## src/rtl/arb_pkg.sv

```systemverilog
// Shared types for the round-robin arbiter slice.
// Holds the requester id type, FSM states and the lowest-index encoder.
package arb_pkg;

    localparam int NUM_REQ = 4;

    typedef logic [1:0] req_id_t;

    typedef enum logic {IDLE, GRANT} arb_state_t;

    function automatic req_id_t lowest_idx(input logic [NUM_REQ-1:0] v);
        req_id_t id;
        id = '0;
        for (int i = NUM_REQ - 1; i >= 0; i--) begin
            if (v[i]) id = req_id_t'(i);
        end
        return id;
    endfunction

endpackage

```

## src/rtl/rr_arbiter4_pick.sv

```systemverilog
// Rotated lowest-index-wins pick: scan starts at ptr and wraps modulo 4.
module rr_pick
    import arb_pkg::*;
(
    input  logic [NUM_REQ-1:0] req,
    input  req_id_t            ptr,
    output req_id_t            win_id,
    output logic               win_valid
);

    logic [2*NUM_REQ-1:0] w_dbl;
    logic [NUM_REQ-1:0]   w_rot;
    req_id_t              w_rot_id;

    // w_rot[k] is req[(ptr+k) mod 4]
    assign w_dbl     = {req, req};
    assign w_rot     = NUM_REQ'(w_dbl >> ptr);
    assign w_rot_id  = lowest_idx(w_rot);
    assign win_id    = w_rot_id + ptr;
    assign win_valid = |req;

endmodule

```

## src/rtl/rr_arbiter4.sv

```systemverilog
// Four-requester round-robin arbiter with registered, held grants.
// Define ARB_TIMEOUT_EN to build the MAX_HOLD forced-release logic.
module rr_arbiter4
    import arb_pkg::*;
#(
    parameter bit          FIXED_PRIO = 1'b0,
    parameter int unsigned MAX_HOLD   = 8
) (
    input  logic               clk,
    input  logic               rst,
    input  logic [NUM_REQ-1:0] req,
    output logic [NUM_REQ-1:0] gnt,
    output req_id_t            gnt_id,
    output logic               gnt_valid,
    output logic               timeout
);

    arb_state_t         r_state;
    arb_state_t         w_state_nx;
    req_id_t            r_ptr;
    logic [NUM_REQ-1:0] r_gnt;
    req_id_t            r_gnt_id;
    logic               r_gnt_valid;

    req_id_t            w_win_id;
    logic               w_win_valid;
    logic               w_load;
    logic               w_release;
    logic               w_force;

    rr_pick u_pick (
        .req       (req),
        .ptr       (r_ptr),
        .win_id    (w_win_id),
        .win_valid (w_win_valid)
    );

    always_comb begin
        w_state_nx = r_state;
        w_load     = 1'b0;
        w_release  = 1'b0;
        unique case (r_state)
            IDLE: begin
                if (w_win_valid) begin
                    w_state_nx = GRANT;
                    w_load     = 1'b1;
                end
            end
            GRANT: begin
                if (!req[r_gnt_id] || w_force) begin
                    w_state_nx = IDLE;
                    w_release  = 1'b1;
                end
            end
            default: w_state_nx = IDLE;
        endcase
    end

    always_ff @(posedge clk) begin
        if (rst) begin
            r_state     <= IDLE;
            r_ptr       <= '0;
            r_gnt       <= '0;
            r_gnt_id    <= '0;
            r_gnt_valid <= 1'b0;
        end else begin
            r_state <= w_state_nx;
            if (w_load) begin
                r_gnt       <= NUM_REQ'(1) << w_win_id;
                r_gnt_id    <= w_win_id;
                r_gnt_valid <= 1'b1;
                r_ptr       <= FIXED_PRIO ? req_id_t'(0) : w_win_id + 2'd1;
            end else if (w_release) begin
                r_gnt       <= '0;
                r_gnt_id    <= '0;
                r_gnt_valid <= 1'b0;
            end
        end
    end

`ifdef ARB_TIMEOUT_EN
    localparam logic [3:0] HOLD_LAST = 4'(MAX_HOLD - 1);

    logic [3:0] r_hold;
    logic       r_timeout;

    // evict only when the owner still wants the resource and someone else waits
    assign w_force = (r_state == GRANT) && req[r_gnt_id] &&
                     (r_hold == HOLD_LAST) && |(req & ~r_gnt);

    always_ff @(posedge clk) begin
        if (rst) begin
            r_hold    <= '0;
            r_timeout <= 1'b0;
        end else begin
            r_timeout <= w_force;
            if (w_load) begin
                r_hold <= '0;
            end else if (r_state == GRANT && r_hold != HOLD_LAST) begin
                r_hold <= r_hold + 4'd1;
            end
        end
    end

    assign timeout = r_timeout;
`else
    logic w_unused_cfg;

    assign w_unused_cfg = (MAX_HOLD != 0);
    assign w_force      = 1'b0;
    assign timeout      = 1'b0;
`endif

    assign gnt       = r_gnt;
    assign gnt_id    = r_gnt_id;
    assign gnt_valid = r_gnt_valid;

endmodule

```

## config.mk

```make
export PLATFORM = sky130hd
export DESIGN_NAME = rr_arbiter4
export DESIGN_NICKNAME = d
export VERILOG_FILES = /design/src/rtl/arb_pkg.sv /design/src/rtl/rr_arbiter4_pick.sv /design/src/rtl/rr_arbiter4.sv
export SDC_FILE = /design/constraint.sdc
export NUM_CORES = 1
export LEC_CHECK = 0
export BUFFER_PORTS_ARGS = -buffer_cell sky130_fd_sc_hd__buf_2
export CAP_MARGIN = 20
export CORE_MARGIN = 2
export CORE_UTILIZATION = 45
export DETAILED_ROUTE_END_ITERATION = 16
export HOLD_SLACK_MARGIN = 0.15
export PLACE_DENSITY = 0.71
export SLEW_MARGIN = 20
export SYNTH_ARGS = -nofsm -noshare
export SYNTH_HDL_FRONTEND = slang
export SYNTH_SLANG_ARGS = --single-unit
```

## constraint.sdc

```tcl
create_clock -name clk -period 2.4 [get_ports clk]
set_clock_uncertainty 0.15 [all_clocks]
set_input_delay 0.48 -clock clk [delete_from_list [all_inputs] [get_ports clk]]
set_output_delay 0.48 -clock clk [all_outputs]
set_load 0.05 [all_outputs]
```

======== After elaboration in Yosys (flattened, before gate mapping) ========
Cells that the tools add are included.
storage, ports and cells
  flip-flop bits (word level) ............. 10
  bits of input ports ..................... 6
  output and inout bits ................... 8
  word-level logic and storage cells ...... 31
cells by class
  add/sub/neg operators ................... 2
  order comparisons ....................... 1
  shifts and indexed selects .............. 2
  multiplexer cells ....................... 18
  bitwise logic cells ..................... 1
  reduce and logical (&&, ||, !) cells .... 2
operators by type and width
  operator             number
  $mux 2               6
  $mux 1               8
  $mux 4               2
  $shr 8x2->4          1
  $reduce_or 4->1      1
  $shl 1x2->4 const A  1
  $lt 2x3->1 const B   1
  $add 2x1->2 const B  1
  $add 2x2->2          1
  $bmux 1 s2           1
  $pmux 1 s2           1
  $reduce_bool 2->1    1
  $not 1->1            1

======== Logic depth before layout (Yosys ltp) ========
  depth in word-level cells ............... 8
  mapped depth ............................ 10

======== Modules after synthesis ========
From an unflattened synthesis, not the netlist that was laid out.
second synthesis, totals
  cell total of the unflattened synthesis .. 84
  area, all modules ....................... 764.5 µm²
modules (own cells, without submodules)
  module       times used  cells an instance  area each (µm²)  seq. area each (µm²)
  rr_arbiter4  1           57                 585.6            200.2
  rr_pick      1           27                 178.9            0.0

======== Worst setup path after synthesis ========
Ideal clock, no wire load.
  kind .................................... in2reg
  start point ............................. input req[2]
  end point ............................... register r_ptr[1]
  library setup time ...................... 70 ps
  arrival time ............................ 2,284 ps
  data required time ...................... 2,180 ps
  setup slack ............................. -104 ps
  cell stages on the path ................. 8
  path buffers ............................ 1
  cell sequence ........................... buf_6 > or4_2 > nand3_1 > ha_1 > xnor2_1 > xnor2_1 > or3_1 > a21oi_1
on the way
  longest elaborated chain between the ends .. 7
  elaborated cells between the ends (all ways) .. 10
  those cells by class .................... 2 x add/sub; 1 x shift; 6 x mux; 1 x reduce/logical
ends and longest elaborated chain
  item                    RTL line                RTL
  start: declaration      rr_arbiter4.sv:11       input logic [NUM_REQ-1:0] req,
  $shr 8x2->4             rr_arbiter4_pick.sv:17  assign w_rot = NUM_REQ'(w_dbl >> ptr);
  $mux 2 (4 in a row)     arb_pkg.sv:15           if (v[i]) id = req_id_t'(i);
  $add 2x2->2             rr_arbiter4_pick.sv:19  assign win_id = w_rot_id + ptr;
  $add 2x1->2             rr_arbiter4.sv:72       r_ptr <= FIXED_PRIO ? req_id_t'(0) : w_win_id + 2'd1;
  end signal: assignment  rr_arbiter4.sv:72
  end: declaration        rr_arbiter4.sv:20       req_id_t r_ptr;
Several ways; a longest one is shown, not always the timed one.
A chain may end at the register's enable or synchronous reset.

======== Worst setup path after layout ========
  start point ............................. register r_ptr[0]
  end point ............................... register r_ptr[1]
on the way
  longest elaborated chain between the ends .. 7
ends and longest elaborated chain
  item                 RTL line
  $shr 8x2->4          rr_arbiter4_pick.sv:17
  $mux 2 (4 in a row)  arb_pkg.sv:15
  $add 2x2->2 *        rr_arbiter4_pick.sv:19
  $add 2x1->2 *        rr_arbiter4.sv:72
Mark *: on every way between the ends. The rest lies on a longest branch, timed or not.

==> key figures <==
Hold path
  • Hold Crit Start: rst
  • Hold Crit Class: in -> reg
  • Hold endpoint: r_ptr[1]$_SDFFE_PP0P_
  • Hold Path Depth: 2

Yosys
  • Mux share of post-synthesis cell area: 4.35%
  • Post-synth EDFFs: 0
  • Sequential element share of the synthesized area: 33.1%
  • Synth async-reset ratio: 0%
  • Post-synthesis simple-gate area fraction: 23.6%
  • Synth Area in Compound Gates: 23.0%
  • Largest family of logic cells by synthesized area: simple AND/OR/NAND/NOR gates
  • Area leader, netlist: dfxtp_1
  • Synth Register Bits: 10
  • Synth top cells by count: dfxtp_1, nor2_1, nand2b_1, xnor2_1
  • Synth unique cells: 31
  • YS warnings: 0
  • Syn Inst Count: 68
  • Syn Nets: 75
  • Synth top area cells: dfxtp_1, nor2_1, xnor2_1
  • Post-synthesis adder-cell area fraction: 2.07%
  • Mapped Area: 604 um2
  • Yosys top cell area share: 33.1%
  • Synth Flop Type: dfxtp_1
  • Synth Area per Inst: 8.89 um2
  • Xor/xnor share of the synthesized area: 5.80%

Job
  • MaxCap Viol Count: 0

Final layout
  • Core Util, Final: 57.9%
  • Antenna cells: 0
  • Post-route cell area: 744 um2
  • Nets: 94
  • Fraction of layout cells with a size suffix above 1: 35.3%
  • Synthesis-to-layout area growth: 23.2%
  • Fillers: 122

Pwr
  • Power Total: 950 uW
  • Max IR drop VDD: 566 uV
  • Power Density: 1280 nW/um2
  • LEAKAGE: 0.326 nW

Place
  • Final Wtd Congestion: 0.789
  • Detailed Place HPWL: 876 um
  • Pre-CTS WS: -29.5 ps
  • PortBufs: 12
  • Post-DP Area: 722 um2

Detailed routing
  • Vias per inst: 5.31
  • WL final: 1080 um
  • Detailed Routing Iterations Pass 1: 4
  • DR iter-0 viols: 14
  • Drt wl/cell: 10.8 um
  • Via count: 531
  • DR DRC count: 0
  • Antenna-violating nets left: 0

Timing
  • Final Setup Violations: 0
  • Crit share post-route: 91.5%
  • WHS: 305 ps
  • Final hold vios: 0
  • Fin. max-slew vios: 0
  • Highest Clock Rate: 0.455 GHz
  • Fin crit period: 2200 ps
  • Worst setup margin: 204 ps
  • RSZ-0062 raised after global routing: false

Clock network
  • Post-CTS setup buffers: 0
  • Clock latency on the worst-skew pair: 260 ps
  • Cts hold-fix bufs: 0
  • H-tree levels: 1
  • Clock root buffer master: clkbuf_4
  • Post-CTS sizing: 0
  • Clk sinks: 10
  • CTS Buf Count: 3
  • CTS max path bufs: 2
  • Clock transition at path regs: 60 ps
  • CTS tree: built

Floorplanning
  • Initial Util: 47.0%
  • CORE AREA: 1280 um2
  • Die Width: 40.6 um
  • Die ar.: 1650 um2
  • Row count: 13
  • I/O Pins: 14
  • Die Ht: 40.6 um

Global routing
  • Antenna violations before repair: 0
  • First-pass GRT wire length: 1800 um
  • Total GRT Usage: 16.5%
  • Largest net degree at the start of global routing: 9
  • Vias in the first global route: 416
  • Grt ovf: 0

Outcome
  • Status: finished, final reports clean

Critical path
  • Crit Path Class: reg -> reg
  • Crit path launch: r_ptr[0]$_SDFFE_PP0P_
  • Worst setup EP type: register
  • CP arrival: 2240 ps
  • Reg-to-reg slack, setup: 200 ps
  • WP data required: 2450 ps
  • R2R depth: 7
  • Crit start category: register
  • Worst-path fanout max: 8
  • FF-to-FF End: r_ptr[1]$_SDFFE_PP0P_
  • Reg2reg start: r_ptr[0]$_SDFFE_PP0P_
[sequential cells by signal (all words and copies together) (netlist names)]
name,count
gnt,4
r_state,1
gnt_id,2
r_ptr,2
gnt_valid,1
[through the flow]
step / std cells / TNS, ps
2_1_floorplan: 68 / 0
3_3_place_gp: 97 / 0
3_5_place_dp: 97 / -29.5
4_1_cts: 100 / 0
5_1_grt: 100 / 0
6_report: 100 / 0
[layout make-up]
| type | instances | area (um2) | share of cell area, % |
|---|---|---|---|
| clock buffers | 3 | 22.5 | 3.03 |
| inverters | 3 | 11.3 | 1.51 |
| multi-input cells | 51 | 387 | 51.9 |
| flip-flops and latches | 10 | 200 | 26.9 |
| well taps | 15 | 18.8 | 2.52 |
| repair buffers | 18 | 105 | 14.1 |
[power breakdown]
group	total, mW	leakage (nW)	internal [mW]	switching, mW
clock network	0.107	0.0138	0.0575	0.0499
logic	0.574	0.229	0.251	0.322
registers	0.269	0.0825	0.220	0.0491
[metal layers]
metal / up-vias / GRT usage [%] / routed length (um)
li1: 282 / - / -
met1: 239 / 25.5 / 560
met2: 10 / 21.4 / 469
met3: 0 / 8.15 / 46
met4: 0 / 0 / 0
met5: - / 0 / 0
[cell families after synthesis]
kind of cell               after synthesis
buffers and inverters                    7
muxes                                    1
adders and majority gates                1
AOI/OAI and AO/OA                       17
DFF                                     10
xor gates and xnor gates                 4
other                                    1
and+or+nand+nor                         27
[how the worst max path moves through the flow]
stage / end / cells after the start
finish: r_ptr[1]$_SDFFE_PP0P_ / 7
detailed placement: r_ptr[1]$_SDFFE_PP0P_ / 10
global placement: r_ptr[1]$_SDFFE_PP0P_ / 10
global route: r_ptr[1]$_SDFFE_PP0P_ / 8
floorplan: r_ptr[1]$_SDFFE_PP0P_ / 8
CTS: r_ptr[1]$_SDFFE_PP0P_ / 7
[critical path, stage by stage, from the launching register on]
cell     delay (ps)
dfxtp_1         400
or4_4           560
nand3_2         100
ha_4            210
xnor2_2         130
xnor2_1         130
or3_1           310
a21oi_1         140
[placed cells by master, fill, tap and decap left out, types with 2 or more instances in the layout]
| master | instances |
|---|---|
| dfxtp_1 | 10 |
| nor2_1 | 10 |
| xnor2_1 | 3 |
| inv_1 | 3 |
| clkbuf_4 | 3 |
| nand3_1 | 2 |
| nand2_1 | 2 |
| a32o_1 | 2 |
| buf_4 | 6 |
| nand2b_1 | 4 |
| o21ai_0 | 3 |
| nor2_2 | 2 |
| a21oi_1 | 3 |
| a22o_1 | 2 |
| buf_2 | 12 |
(Power assumes the default switching activity.)
